<file path="config.mk">
export PLATFORM = sky130hd
export DESIGN_NAME = srlzr_tx_sched
export DESIGN_NICKNAME = d
export VERILOG_FILES = /design/src/rtl/srlzr_tx_sched.sv
export SDC_FILE = /design/constraint.sdc
export NUM_CORES = 1
export LEC_CHECK = 0
export BUFFER_PORTS_ARGS = -buffer_cell sky130_fd_sc_hd__buf_2
export CAP_MARGIN = 5
export CORE_MARGIN = 10
export CORE_UTILIZATION = 50
export CTS_BUF_LIST = sky130_fd_sc_hd__clkbuf_16
export CTS_CLUSTER_SIZE = 30
export DETAILED_ROUTE_END_ITERATION = 10
export PLACE_DENSITY = 0.8
export SETUP_SLACK_MARGIN = 0.3
export SLEW_MARGIN = 10
export SYNTH_ARGS = -nofsm -noshare
export SYNTH_HDL_FRONTEND = slang
export SYNTH_SLANG_ARGS = --single-unit
</file>
<file path="constraint.sdc">
create_clock -name clk -period 2.6 [get_ports clk]
set_clock_uncertainty 0.05 [all_clocks]
set_input_delay 0.26 -clock clk [delete_from_list [all_inputs] [get_ports clk]]
set_output_delay 0.26 -clock clk [all_outputs]
set_load 0.02 [all_outputs]
</file>
<file path="src/rtl/srlzr_tx_sched.sv">
// srlzr_tx_sched: round-robin arbiter that feeds one PISO serializer.
// Define TXSCHED_STATS_EN to add the 16-bit frame_cnt output.

module srlzr_tx_sched #(
  parameter int DATA_WIDTH = 8,
  parameter int NUM_REQ    = 4,
  parameter int GAP_CYCLES = 2,
  parameter int TIMEOUT    = 64
) (
  input  logic                          clk,
  input  logic                          rst,
  input  logic                          enable,
  input  logic [NUM_REQ-1:0]            req_valid,
  input  logic [NUM_REQ*DATA_WIDTH-1:0] req_data,
  output logic [NUM_REQ-1:0]            req_ack,
  output logic [DATA_WIDTH-1:0]         ser_buff,
  output logic                          ser_load,
  input  logic                          ser_ready,
  input  logic                          ser_tx_active,
  output logic [$clog2(NUM_REQ)-1:0]    grant_id,
  output logic                          busy,
  output logic                          err,
  input  logic                          err_clr
`ifdef TXSCHED_STATS_EN
  ,
  output logic [15:0]                   frame_cnt
`endif
);

  localparam int GW   = $clog2(NUM_REQ);
  localparam int CMAX = (TIMEOUT > GAP_CYCLES) ? TIMEOUT : GAP_CYCLES;
  localparam int CW   = $clog2(CMAX + 1);

  localparam logic [CW-1:0] TMO_L = CW'(TIMEOUT - 1);
  localparam logic [CW-1:0] GAP_L = CW'(GAP_CYCLES - 1);

  typedef enum logic [2:0] {
    S_IDLE,
    S_LOAD,
    S_WAIT_BUSY,
    S_WAIT_DONE,
    S_GAP,
    S_ERR
  } state_t;

  state_t state_q, state_d;

  logic [CW-1:0]         cnt_q, cnt_d;
  logic [GW-1:0]         ptr_q, ptr_d;
  logic [GW-1:0]         gnt_q, gnt_d;
  logic [DATA_WIDTH-1:0] buff_q, buff_d;
  logic                  load_q, load_d;
  logic [NUM_REQ-1:0]    ack_q, ack_d;
  logic                  err_q, err_d;

  logic [DATA_WIDTH-1:0] words [NUM_REQ];
  logic                  found;
  logic [GW-1:0]         pick;
  logic [GW-1:0]         idx;
  logic                  done_exit;

  for (genvar i = 0; i < NUM_REQ; i++) begin : g_words
    assign words[i] = req_data[i*DATA_WIDTH +: DATA_WIDTH];
  end

  // Search starts just after the last winner, so it becomes lowest priority.
  always_comb begin
    found = 1'b0;
    pick  = '0;
    idx   = '0;
    for (int k = 1; k <= NUM_REQ; k++) begin
      idx = GW'((int'(ptr_q) + k) % NUM_REQ);
      if (!found && req_valid[idx]) begin
        found = 1'b1;
        pick  = idx;
      end
    end
  end

  assign done_exit = (state_q == S_WAIT_DONE)
                   && !ser_tx_active && ser_ready;

  always_comb begin
    state_d = state_q;
    cnt_d   = cnt_q;
    ptr_d   = ptr_q;
    gnt_d   = gnt_q;
    buff_d  = buff_q;
    load_d  = 1'b0;
    ack_d   = '0;
    err_d   = err_q;
    unique case (state_q)
      S_IDLE: begin
        if (enable && ser_ready && found) begin
          state_d     = S_LOAD;
          buff_d      = words[pick];
          gnt_d       = pick;
          ptr_d       = pick;
          ack_d[pick] = 1'b1;
          load_d      = 1'b1;
        end
      end
      S_LOAD: begin
        state_d = S_WAIT_BUSY;
        cnt_d   = '0;
      end
      S_WAIT_BUSY: begin
        if (ser_tx_active) begin
          state_d = S_WAIT_DONE;
          cnt_d   = '0;
        end else if (cnt_q == TMO_L) begin
          state_d = S_ERR;
          err_d   = 1'b1;
        end else begin
          cnt_d = cnt_q + CW'(1);
        end
      end
      S_WAIT_DONE: begin
        if (done_exit) begin
          state_d = (GAP_CYCLES > 0) ? S_GAP : S_IDLE;
          cnt_d   = '0;
        end else if (cnt_q == TMO_L) begin
          state_d = S_ERR;
          err_d   = 1'b1;
        end else begin
          cnt_d = cnt_q + CW'(1);
        end
      end
      S_GAP: begin
        if (cnt_q == GAP_L) begin
          state_d = S_IDLE;
        end else begin
          cnt_d = cnt_q + CW'(1);
        end
      end
      S_ERR: begin
        if (err_clr) begin
          state_d = S_IDLE;
          err_d   = 1'b0;
        end
      end
      default: state_d = S_IDLE;
    endcase
  end

  always_ff @(posedge clk or negedge rst) begin
    if (!rst) begin
      state_q <= S_IDLE;
      cnt_q   <= '0;
      ptr_q   <= GW'(NUM_REQ - 1);
      gnt_q   <= '0;
      buff_q  <= '0;
      load_q  <= 1'b0;
      ack_q   <= '0;
      err_q   <= 1'b0;
    end else begin
      state_q <= state_d;
      cnt_q   <= cnt_d;
      ptr_q   <= ptr_d;
      gnt_q   <= gnt_d;
      buff_q  <= buff_d;
      load_q  <= load_d;
      ack_q   <= ack_d;
      err_q   <= err_d;
    end
  end

  assign req_ack  = ack_q;
  assign ser_buff = buff_q;
  assign ser_load = load_q;
  assign grant_id = gnt_q;
  assign busy     = (state_q != S_IDLE);
  assign err      = err_q;

`ifdef TXSCHED_STATS_EN
  logic [15:0] fcnt_q;

  always_ff @(posedge clk or negedge rst) begin
    if (!rst) begin
      fcnt_q <= '0;
    end else if (done_exit) begin
      fcnt_q <= fcnt_q + 16'd1;
    end
  end

  assign frame_cnt = fcnt_q;
`endif

endmodule
</file>
==> impl_metrics.toml <==
[status]
status = "finished, final reports clean"

[power_and_ir_drop]
max-vdd-ir-drop_mv = 0.536
clkPwrFrac = 0.217
p_sw_frac = 0.404
seq_power_share = 0.346
power_mw = 2.13
p_leak_nw = 1.07
combinationalPowerShare = 0.437
p_sw_mw = 0.863
internal_power_mw = 1.27
pwr_density_cell_mw_per_mm2 = 991

[floorplan]
rows = 21
die_area_mm2 = 0.00621
die-width_um = 78.8
coreArea_mm2 = 0.00334
fp.dieH_um = 78.8
num_io_pins = 59
initial_utilization = 0.518

[global_route]
grt_max_degree = 29
grt_pass1_vias = 1743
globalRouteOverflowTotal = 0
grt_usage = 0.153
antenna_found_initial = 0
grt_pass1_wl_mm = 7.96

[flow_run]
maxCapViolCount = 0

[setup_path]
end_kind = "flop"
path_class = "flop to flop"
cp.arrival_ns = 2.18
r2r-start = "ptr_q[1]$_DFFE_PN1P_"
r2r_end = "ser_buff[6]$_DFFE_PN0P_"
worstPathCellList = "nand2_1 > a31oi_1 > nand3_1 > a221oi_1 > a311oi_1"
max_stage_delay_ns = 0.58
cp_max_fo = 12
setup.worst_path.start_class = "flop"
cp_data_required_time_ns = 2.68
crit_slowest_cell = "dfstp_2"
ff2ff_setup_slack_ns = 0.50
ff2ff_path_depth = 5

[synthesis]
syn-cell-area_mm2 = 0.00173
async_flop_share = 1.00
synthTopCellsByArea = "dfrtp_1, nand2_1, nor2_1, a21oi_1, a221oi_1"
synth_top_area_frac = 0.377
synth_ff_type = "dfrtp_1"
synth_fp_nets = 244
yosys_warnings = 0
synth-seq-area-share = 0.407
syn_avg_cell_area_um2 = 8.64
synth_edf_count = 0
synthCells = 200
ys_types = 50
yosysTopAreaCell = "dfrtp_1"
synth-seq-cells = 28

[timing]
fin_crit_ns = 2.10
max_freq_mhz = 476
finalSetupViolations = 0
setup_ws_ns = 0.499
slew_headroom = 0.578
holdWs_ns = 0.172
tns_ns = 0
fin_crit_sh = 0.808
tightest_slew_ns = 0.633
hold_violations = 0
drv_slew = 0
rsz0062_at_grt = "no"

[clock_tree]
htree_levels = 1
numCtsBuffers = 3
post_cts.repair.setup_buffers = 0
cts_tree = "built"
clock-sinks = 28
clk_pin_slew_worst_paths_ns = 0.07
clkLatencyLatePin_ns = 0.27
cts.path.max_buffers = 2
root_buffer = "clkbuf_16"

[min_path]
hold_path_depth = 2
hold_path_startpoint = "err_clr"
min_to = "state_q[0]$_DFFE_PN0P_"
hold_path.class = "input pin to flop"

[detailed_routing]
drt_pass1_iterations = 4
drt-wirelength-per-cell_um = 15.5
drt_iter0_drc = 149
drc = 0
drt-total-wl_mm = 4.69
via_count = 1676
ant_nets = 0
via_per_inst = 5.55

[final_layout]
fin_cells = 302
layout-drive-gt1-share = 0.324
final.fill_count = 312
diodes = 0
final_common_cell = "buf_2"
syn_to_final_growth_pct = 24.6
layout_common_cells = "buf_2, nand2_1, nor2_1, dfrtp_1, a21oi_1"
final_util = 0.645
design_area_mm2 = 0.00215
nets = 301

[placed_design]
port_buffers = 58
placed_area_mm2 = 0.00204
dp_cells = 297
post-dp-hpwl_mm = 3.61
dp_slack_ns = 0.540
gp_congestion = 0.848
## kinds of logic (layout without fill, tap and decap cells)
logic type / after synthesis / after routing / synth area share
muxes: 2 / 2 / 0.0116
AOI/OAI and AO/OA: 63 / 63 / 0.274
buffers and inverters: 18 / 74 / 0.0500
and+or+nand+nor: 87 / 87 / 0.243
DFF: 28 / 28 / 0.407
adders and majority gates: 2 / 2 / 0.0145
## synth_stat cells, types with 3 or more instances
cell / n
nand2_1: 30
nor2_1: 29
dfrtp_1: 26
a21oi_1: 14
inv_1: 9
a221oi_1: 8
o21ai_0: 8
a311oi_1: 6
nand2b_1: 5
nor2b_1: 5
a22o_1: 4
a31o_2: 3
buf_2: 3
clkbuf_1: 3
o21ai_1: 3
## layout make-up
| class | instances | area, um^2 | area share |
|---|---|---|---|
| flip-flops and latches | 28 | 703 | 0.327 |
| repair buffers | 61 | 315 | 0.146 |
| clock inverters | 1 | 30.0 | 0.0139 |
| multi-input cells | 154 | 938 | 0.436 |
| clock buffers | 3 | 75.1 | 0.0349 |
| well taps | 46 | 57.6 | 0.0267 |
| inverters | 9 | 33.8 | 0.0157 |
## layer usage
| metal | part of all wire | wire (um) | up-vias | track usage |
|---|---|---|---|---|
| met2 | 0.46 | 2140 | 69 | 0.249 |
| met3 | 0.086 | 402 | 8 | 0.0642 |
| met5 | 0 | 0 | - | 0 |
| li1 | - | - | 830 | - |
| met1 | 0.44 | 2080 | 769 | 0.178 |
| met4 | 0.016 | 74 | 0 | 0.0502 |
## state kept, by name, summed over array words and instances, names as in the netlist
register	cells
grant_id	2
ser_buff	8
err	1
cnt_q	7
req_ack	4
state_q	3
ser_load	1
ptr_q	2
## power groups by stage
stage                     logic, mW  registers (mW)  clock network (mW)
after floorplan               0.630           0.782                   0
after global placement        0.921           0.734                   0
after detailed placement      0.937           0.738                   0
after CTS                     0.943           0.735               0.464
after global routing           1.04           0.762               0.481
final                         0.932           0.740               0.463
## worst max-delay path: cells and delay by family, from the launching register on
kind             cells  cell delay (ns)
AO/OA/AOI/OAI        3             0.79
flip-flops           1             0.58
AND/OR/NAND/NOR      2             0.54
## repair_timing
action / in CTS / in global routing
hold buffers: 1 / 0
hold endpoints to repair: 26 / 0
gates resized for setup: 0 / 0
## worst max-delay path by stage
stage	startpoint	slack (ns)	endpoint	cells past startpoint
2_1_floorplan	cnt_q[1]$_DFFE_PN0P_	0.77	cnt_q[6]$_DFFE_PN0P_	7
3_3_place_gp	state_q[0]$_DFFE_PN0P_	0.60	ser_buff[0]$_DFFE_PN0P_	5
3_5_place_dp	ptr_q[1]$_DFFE_PN1P_	0.54	ser_buff[6]$_DFFE_PN0P_	5
4_1_cts	ptr_q[1]$_DFFE_PN1P_	0.51	ser_buff[6]$_DFFE_PN0P_	5
5_1_grt	ptr_q[1]$_DFFE_PN1P_	0.32	ser_buff[2]$_DFFE_PN0P_	5
6_report	ptr_q[1]$_DFFE_PN1P_	0.50	ser_buff[6]$_DFFE_PN0P_	5
No activity file was read; power rests on OpenSTA's default activity.
